`config.mk`:
```
export PLATFORM = sky130hd
export DESIGN_NAME = dem_element_driver
export DESIGN_NICKNAME = d
export VERILOG_FILES = /design/src/rtl/lib_switchblock_pkg.sv /design/src/rtl/dwa_leaf_selector.sv /design/src/rtl/dem_element_driver.sv
export SDC_FILE = /design/constraint.sdc
export NUM_CORES = 1
export LEC_CHECK = 0
export CAP_MARGIN = 40
export CORE_MARGIN = 3
export CORE_UTILIZATION = 48
export DETAILED_ROUTE_END_ITERATION = 7
export GPL_ROUTABILITY_DRIVEN = 0
export PLACE_DENSITY_LB_ADDON = 0.3
export SETUP_SLACK_MARGIN = 0.4
export SLEW_MARGIN = 20
export SYNTH_ARGS = -nofsm -noshare
export SYNTH_HDL_FRONTEND = slang
export SYNTH_SLANG_ARGS = --single-unit
```
`constraint.sdc`:
```
create_clock -name clk_i -period 5.7 [get_ports clk_i]
set_input_delay 0.57 -clock clk_i [delete_from_list [all_inputs] [get_ports clk_i]]
set_output_delay 0.57 -clock clk_i [all_outputs]
set_load 0.05 [all_outputs]
```
`src/rtl/lib_switchblock_pkg.sv`:
```
// Shared constants and types for the switching-block tree and the DEM element driver.
// Latency: n/a (declarations only).
// Backpressure: n/a (declarations only).
package lib_switchblock_pkg;

    localparam int INPUT_WIDTH    = 4;
    localparam int NUM_LEAVES     = 8;
    localparam int ELEMS_PER_LEAF = 4;
    localparam int NUM_ELEMS      = NUM_LEAVES * ELEMS_PER_LEAF;
    localparam int COUNT_WIDTH    = $clog2(NUM_ELEMS + 1);

    // Driver output timing state: NRZ holds the pattern, RTZ alternates DRIVE/ZERO.
    typedef enum logic [1:0] {
        IDLE  = 2'd0,
        HOLD  = 2'd1,
        DRIVE = 2'd2,
        ZERO  = 2'd3
    } drv_state_t;

endpackage

```
`src/rtl/dwa_leaf_selector.sv`:
```
// One leaf of the DEM driver: clamps the leaf code and rotates a thermometer over the leaf's elements (DWA).
// Latency: enables are combinational from the current pointer; the pointer updates on the advance strobe.
// Backpressure: none; the parent only strobes advance on accepted samples.
module dwa_leaf_selector #(
    parameter int INPUT_WIDTH    = 4,
    parameter int ELEMS_PER_LEAF = 4
) (
    input  logic                      clk,
    input  logic                      reset,
    input  logic [INPUT_WIDTH-1:0]    code,
    input  logic                      advance,
    output logic [ELEMS_PER_LEAF-1:0] enables,
    output logic                      ovf
);

    localparam int PW = $clog2(ELEMS_PER_LEAF);
    localparam int VW = $clog2(ELEMS_PER_LEAF + 1);
    localparam logic [INPUT_WIDTH-1:0] MAX_CODE = INPUT_WIDTH'(ELEMS_PER_LEAF);

    logic [PW-1:0] ptr;
    logic [VW-1:0] level;
    logic [PW-1:0] offset;

    // Clamp the code to the number of elements; anything larger is flagged.
    assign ovf   = (code > MAX_CODE);
    assign level = ovf ? VW'(ELEMS_PER_LEAF) : VW'(code);

    // Element e is on when its distance past the pointer (mod E) is below the level.
    always_comb begin
        enables = '0;
        offset  = '0;
        for (int e = 0; e < ELEMS_PER_LEAF; e++) begin
            offset     = PW'(e) - ptr;
            enables[e] = (VW'(offset) < level);
        end
    end

    // Pointer moves past the elements just used; a full or empty level wraps to itself.
    always_ff @(posedge clk) begin
        if (reset) begin
            ptr <= '0;
        end else if (advance) begin
            ptr <= ptr + PW'(level);
        end
    end

endmodule

```
`src/rtl/dem_element_driver.sv`:
```
// Final DEM DAC stage: maps leaf codes to DWA-rotated unit-element enables with NRZ or RTZ timing.
// Latency: 1 cycle from accepted sample to elem_o/elem_count_o/elem_valid_o.
// Backpressure: ready_o drops during the RTZ drive cycle, on a mode change, and during reset.
module dem_element_driver #(
    parameter int INPUT_WIDTH    = lib_switchblock_pkg::INPUT_WIDTH,
    parameter int NUM_LEAVES     = lib_switchblock_pkg::NUM_LEAVES,
    parameter int ELEMS_PER_LEAF = lib_switchblock_pkg::ELEMS_PER_LEAF
) (
    input  logic                                              clk_i,
    input  logic                                              reset_i,
    input  logic [NUM_LEAVES*INPUT_WIDTH-1:0]                 leaf_i,
    input  logic                                              valid_i,
    output logic                                              ready_o,
    input  logic                                              rtz_en_i,
    input  logic                                              ovf_clr_i,
    output logic [NUM_LEAVES*ELEMS_PER_LEAF-1:0]              elem_o,
    output logic                                              elem_valid_o,
    output logic [$clog2(NUM_LEAVES*ELEMS_PER_LEAF+1)-1:0]    elem_count_o,
    output logic                                              ovf_o
);

    import lib_switchblock_pkg::*;

    localparam int NE = NUM_LEAVES * ELEMS_PER_LEAF;
    localparam int CW = $clog2(NE + 1);

    drv_state_t             state;
    drv_state_t             state_d;
    logic                   ready_c;
    logic                   accept;
    logic                   mode_mismatch;
    logic                   any_ovf;
    logic [NUM_LEAVES-1:0]  leaf_ovf;
    logic [NE-1:0]          pattern;
    logic [NE-1:0]          elem_d;
    logic [CW-1:0]          count_d;

    for (genvar k = 0; k < NUM_LEAVES; k++) begin : g_leaf
        dwa_leaf_selector #(
            .INPUT_WIDTH   (INPUT_WIDTH),
            .ELEMS_PER_LEAF(ELEMS_PER_LEAF)
        ) u_leaf (
            .clk    (clk_i),
            .reset  (reset_i),
            .code   (leaf_i[k*INPUT_WIDTH +: INPUT_WIDTH]),
            .advance(accept),
            .enables(pattern[k*ELEMS_PER_LEAF +: ELEMS_PER_LEAF]),
            .ovf    (leaf_ovf[k])
        );
    end

    assign any_ovf = |leaf_ovf;
    assign ready_o = ready_c;

    // Next state, handshake and next output pattern; a mode change forces a pass through IDLE.
    always_comb begin
        state_d       = state;
        ready_c       = 1'b0;
        mode_mismatch = 1'b0;
        accept        = 1'b0;
        elem_d        = '0;
        count_d       = '0;

        case (state)
            IDLE: begin
                ready_c = 1'b1;
            end
            HOLD: begin
                mode_mismatch = rtz_en_i;
                ready_c       = ~rtz_en_i;
            end
            DRIVE: begin
                mode_mismatch = ~rtz_en_i;
                ready_c       = 1'b0;
            end
            ZERO: begin
                mode_mismatch = ~rtz_en_i;
                ready_c       = rtz_en_i;
            end
            default: begin
                ready_c = 1'b0;
            end
        endcase

        if (reset_i) begin
            ready_c = 1'b0;
        end
        accept = valid_i & ready_c;

        if (mode_mismatch) begin
            state_d = IDLE;
        end else if (accept) begin
            state_d = rtz_en_i ? DRIVE : HOLD;
        end else if (state == DRIVE) begin
            state_d = ZERO;
        end

        if (accept) begin
            elem_d = pattern;
        end else if (state_d == HOLD) begin
            elem_d = elem_o;
        end

        for (int i = 0; i < NE; i++) begin
            count_d = count_d + CW'(elem_d[i]);
        end
    end

    // Output and state registers; an overflow in the same cycle as a clear keeps the flag set.
    always_ff @(posedge clk_i) begin
        if (reset_i) begin
            state        <= IDLE;
            elem_o       <= '0;
            elem_count_o <= '0;
            elem_valid_o <= 1'b0;
            ovf_o        <= 1'b0;
        end else begin
            state        <= state_d;
            elem_o       <= elem_d;
            elem_count_o <= count_d;
            elem_valid_o <= accept;
            ovf_o        <= (accept & any_ovf) | (ovf_o & ~ovf_clr_i);
        end
    end

endmodule

```
==> Word level (Yosys, flattened, before mapping) <==
Cells that the tools add are included.
{ "op_classes": {"add_sub_neg": 71, "order_cmp": 40, "n_eq_ne": 4, "n_mux": 17, "n_bitwise": 6, "n_reduce_logical": 3} }
{ "ops": {"columns": ["op", "n"], "rows": [
  ["$add A6 B1 Y6", 26],
  ["$lt A2 B3 Y1", 32],
  ["$mux W32", 2],
  ["$gt A4 B3 Y1 const B", 8],
  ["$sub A1 B2 Y2 const A", 16],
  ["$sub A2 B2 Y2 const A", 16],
  ["$mux W3", 8],
  ["$add A2 B2 Y2", 8],
  ["$mux W2", 4],
  ["$reduce_or A8 Y1", 1],
  ["$add A5 B1 Y6", 1],
  ["$add A4 B1 Y5", 1],
  ["$add A3 B1 Y4", 1],
  ["$eq A2 B1 Y1 const B", 2],
  ["$eq A2 B2 Y1 const B", 2],
  ["$pmux W1 S4", 1],
  ["$add A2 B1 Y3", 1],
  ["$and A1 B1 Y1", 3],
  ["$add A1 B1 Y2", 1],
  ["$logic_not A2 Y1", 1],
  ["$not A1 Y1", 2],
  ["$pmux W1 S2", 1],
  ["$reduce_or A2 Y1", 1],
  ["$mux W1", 1],
  ["$or A1 B1 Y1", 1]
]} }
{ "word_totals": {"reg_bits": 58, "input_bits": 37, "out_inout_bits": 41, "elab_cells": 154} }

==> Logic depth before layout (Yosys ltp) <==
{ "logic_depth": {"depth_word": 40, "mapped_depth": 23, "ltp_nobuf": 23} }

==> Modules after synthesis <==
From an unflattened synthesis, not the netlist that was laid out.
{ "unflattened": {"cells_unflattened": 444, "area_unflattened_um2": 4304.1} }
{ "by_module_without_submodules": {"columns": ["mod", "instances", "cells_per_inst", "area_each_um2", "seq_area_each_um2"], "rows": [
  ["dem_element_driver", 1, 212, 2362.3, 840.8],
  ["dwa_leaf_selector", 8, 29, 242.7, 40.0]
]} }

==> Least setup slack after synthesis <==
Ideal clock, no wire load.
{ "synth_timing": {"path_kind": "input-to-reg", "startpoint": "input leaf_i[19]", "endpoint": "register elem_count_o[4]", "arrival_time_ns": 5.798, "t_required_ns": 5.572, "slack_ns": -0.226, "cell_stages": 22, "path_buffers": 0, "cell_sequence": "nor2_1 > nand2_1 > ha_1 > nor2_1 > o21ai_0 > a22o_1 > fa_1 > inv_1 > fa_1 > inv_1 > fa_1 > inv_1 > fa_1 > fa_1 > fa_1 > inv_1 > ha_1 > fa_1 > a21o_1 > a21oi_1 > xor2_1 > nor2_1"} }
{ "synth_rtl": {"columns": ["item", "line_no", "source"], "rows": [
  ["start: declaration", "dem_element_driver.sv:11", "input logic [NUM_LEAVES*INPUT_WIDTH-1:0] leaf_i,"],
  ["$gt A4 B3 Y1", "dwa_leaf_selector.sv:25", "assign ovf = (code > MAX_CODE);"],
  ["$mux W3", "dwa_leaf_selector.sv:26", "assign level = ovf ? VW'(ELEMS_PER_LEAF) : VW'(code);"],
  ["$lt A2 B3 Y1", "dwa_leaf_selector.sv:34", "enables[e] = (VW'(offset) < level);"],
  ["$mux W32", "dem_element_driver.sv:98", "if (accept) begin"],
  ["net elem_d[17]", "dem_element_driver.sv:35", "logic [NE-1:0] elem_d;"],
  ["$add A6 B1 Y6 (15 in a row)", "dem_element_driver.sv:105", "count_d = count_d + CW'(elem_d[i]);"],
  ["end signal: assignment", "dem_element_driver.sv:120", "elem_count_o <= count_d;"],
  ["end: declaration", "dem_element_driver.sv:18", "output logic [$clog2(NUM_LEAVES*ELEMS_PER_LEAF+1)-1:0] elem_count_o,"]
]} }
The timed path passes the listed nets, and every way through them passes these cells.
A chain may end at the register's enable or synchronous reset.

==> Worst setup path after layout <==
{ "layout_timing": {"startpoint": "register g_leaf[0].u_leaf.ptr[1]", "endpoint": "register elem_count_o[4]"} }
{ "layout_between": {"elab_chain_len": 34} }
{ "layout_lines": {"columns": ["item", "line_no", "source"], "rows": [
  ["start: declaration", "dwa_leaf_selector.sv:20", "logic [PW-1:0] ptr;"],
  ["start signal: assignment", "dwa_leaf_selector.sv:43", "ptr <= ptr + PW'(level);"],
  ["$sub A1 B2 Y2", "dwa_leaf_selector.sv:33", "offset = PW'(e) - ptr;"],
  ["$lt A2 B3 Y1", "dwa_leaf_selector.sv:34", null],
  ["$mux W32 (*)", "dem_element_driver.sv:98", null],
  ["$add A1 B1 Y2", "dem_element_driver.sv:105", null],
  ["$add A2 B1 Y3", "dem_element_driver.sv:105", null],
  ["$add A3 B1 Y4 (*)", "dem_element_driver.sv:105", null],
  ["$add A4 B1 Y5 (*)", "dem_element_driver.sv:105", null],
  ["$add A5 B1 Y6 (*)", "dem_element_driver.sv:105", null],
  ["$add A6 B1 Y6 (*) (26 in a row)", "dem_element_driver.sv:105", null]
]} }
Mark *: on every way between the ends. The rest lies on a longest branch, timed or not.

==> metrics <==
CTS tree done; first-pass iteration count of the detailed router 5; share of cells above drive strength 1 0.3495; Leak Pwr 2.901 nW; DRC violation count after routing 0; num rows 33; Hold Worst Slack 0.5319 ns; IR drop worst, VDD 168.6 uV; Die W 98.82 um; Worst setup SP type flip-flop; Fmax 176.6 MHz; H-tree depth 3; Worst EP required 5.91 ns; post-synthesis cell area 4135 um2; crit path max fanout 3; HP Class reg2reg; outcome finished, final reports clean; commonest non-fill, non-tap cells in the layout buf_4, dfxtp_1, nor2_1, clkdlybuf4s50_1, inv_1; Core Area 8299 um2; RSZ-0062 raised after global routing true; dpl ws -0.6426 ns; Setup TNS Final 0 ns; average wire per standard cell 17.30 um; antenna-violating nets left 0; FF+latch count, synth 58; clock slew at reported path FFs 0.07 ns; first-pass GRT wire length 20130 um; CP arrival 5.88 ns; Die Span Y 98.82 um; vias in the first global route 4253; final core utilization 0.7779; 1st-iter DRT viols 173; Mapped Cells 454; Root Driver clkbuf_8; io pins 78; starting density of the core 0.4983; initial antenna violation count 0; max-cap viol count 0; Period Utilization, post-route 0.9935; Setup crit end kind flip-flop; clk sink count 58; Final Critical Period 5.663 ns; Final nets 757; Mean Syn Cell Area 9.108 um2; Port Buffers 77; clk_lat worst skew 0.34 ns; Worst Tran Pin Value 0.5223 ns; Syn Nets 574; Final Hold Fails 0; most common cell after layout, fill and taps aside buf_4; Inserted Clock Buffers 9; hpwl dp 8379 um; Final Skew 0.007571 ns; clock tree buffer depth 2; via count 4010; Synth Warn # 0; Pwr Density 287.9 nW/um2; die area 9764 um2; grt ovf 0; layout overhead on the synthesized area 56.13%; final setup violation count 0; GRT Util Overall 0.2611; drt total wl 12910 um; Fillers 489; max-slew violation count 0; ANT cells 0; Slew HR 0.6507; largest net degree at the start of global routing 43; sequential fraction of the synthesis area 0.2808; Crit Path Category reg2reg; vias per cell 5.375; Yosys cell types 34; CTS hold repair buffers 0; setup ws final 0.03710 ns
==> flip-flops by register name, indices dropped and copies added, names as in the netlist <==
register           flops
elem_o                32
g_leaf.u_leaf.ptr     16
elem_count_o           6
state                  2
elem_valid_o           1
ovf_o                  1
==> final cells by class <==
| class | count | area, um2 | share of cell area |
|---|---|---|---|
| clock buffer | 12 | 145.1 | 0.02248 |
| timing repair buffer | 187 | 1613 | 0.2498 |
| multi-input combinational | 328 | 3152 | 0.4882 |
| tap | 105 | 131.4 | 0.02035 |
| inverter | 53 | 198.9 | 0.03081 |
| sequential | 58 | 1176 | 0.1822 |
| clock inverter | 3 | 40.04 | 0.006202 |
==> stage by stage <==
step	area (um2)	std cells	power (mW)
2_1_floorplan	4193	454	1.036
3_3_place_gp	5494	685	1.277
3_5_place_dp	5494	685	1.302
4_1_cts	6317	736	1.811
5_1_grt	6456	746	2.001
6_report	6456	746	1.858
==> cells in the mapped netlist, drive strengths merged <==
| master | number | area share |
|---|---|---|
| mux2i | 6 | 0.015 |
| clkbuf | 5 | 0.0045 |
| nand3 | 2 | 0.0024 |
| inv | 53 | 0.048 |
| a21boi | 1 | 0.0018 |
| nand2 | 9 | 0.0082 |
| ha | 59 | 0.18 |
| nor2b | 21 | 0.032 |
| a22o | 15 | 0.032 |
| nor3b | 1 | 0.0018 |
| o311a | 1 | 0.0024 |
| a21o | 2 | 0.0036 |
| a211oi | 10 | 0.018 |
| and2 | 23 | 0.035 |
| nor3 | 1 | 0.0024 |
| fa | 24 | 0.12 |
| nor4 | 2 | 0.0030 |
| nor2 | 60 | 0.054 |
| a22oi | 17 | 0.031 |
| xor2 | 4 | 0.0085 |
| nand4 | 2 | 0.0030 |
| xnor2 | 15 | 0.032 |
| nand2b | 2 | 0.0048 |
| and3b | 1 | 0.0021 |
| o211a | 1 | 0.0024 |
| dfxtp | 58 | 0.28 |
| a21oi | 4 | 0.0048 |
| o21ai | 42 | 0.051 |
| and3 | 1 | 0.0015 |
| or2 | 1 | 0.0015 |
| buf | 11 | 0.018 |
==> critical path, stage by stage (launching register included) <==
cell and delay, ns:
dfxtp_4 0.36, xnor2_2 0.20, inv_1 0.10, ha_1 0.31, nor2b_4 0.14, o21ai_2 0.17, a22oi_2 0.10, fa_1 0.54
inv_2 0.06, fa_2 0.57, inv_2 0.04, fa_2 0.42, fa_1 0.54, fa_2 0.44, fa_1 0.49, inv_1 0.05
ha_2 0.18, fa_2 0.34, a21o_1 0.18, a21oi_2 0.12, xor2_1 0.15, nor2_1 0.05
==> final timing paths <==
check / cells past startpoint / start / slack, ns / endpoint
worst max-delay path: 21 / g_leaf[0].u_leaf.ptr[1]$_SDFFE_PP0N_ / 0.04 / elem_count_o[4]$_SDFF_PP0_
worst max register to register: 21 / g_leaf[0].u_leaf.ptr[1]$_SDFFE_PP0N_ / 0.04 / elem_count_o[4]$_SDFF_PP0_
worst min-delay path: 2 / g_leaf[0].u_leaf.ptr[1]$_SDFFE_PP0N_ / 0.53 / g_leaf[0].u_leaf.ptr[1]$_SDFFE_PP0N_
worst min register to register: 2 / g_leaf[0].u_leaf.ptr[1]$_SDFFE_PP0N_ / 0.53 / g_leaf[0].u_leaf.ptr[1]$_SDFFE_PP0N_
==> repair_timing <==
action | in CTS | in global routing
setup buffers | 34 | 10
gates resized for setup | 158 | 24
setup endpoints to repair | 6 | 5
gates cloned | 2 | 0
pin swaps | 66 | 34
==> cells by family after synthesis <==
logic type	synth area share
xor+xnor	0.04024
flops	0.2808
compound gates	0.1467
buf+inv	0.07110
simple gates	0.1519
fa+ha+maj	0.2947
mux	0.01452
==> power breakdown <==
part | switching, mW | internal, mW | leakage [nW]
combinational | 0.529 | 0.494 | 2.33
clock | 0.164 | 0.210 | 0.0962
sequential | 0.0223 | 0.438 | 0.477
total | 0.716 | 1.14 | 2.90
==> metal layers <==
layer	up-vias	GRT usage	share of wire
met4	0	0.1061	0.035
met3	37	0.05520	0.064
li1	1887	-	-
met2	152	0.4793	0.53
met5	-	0	0
met1	1934	0.2910	0.37
Note: power is estimated with default switching activity, not from simulation.
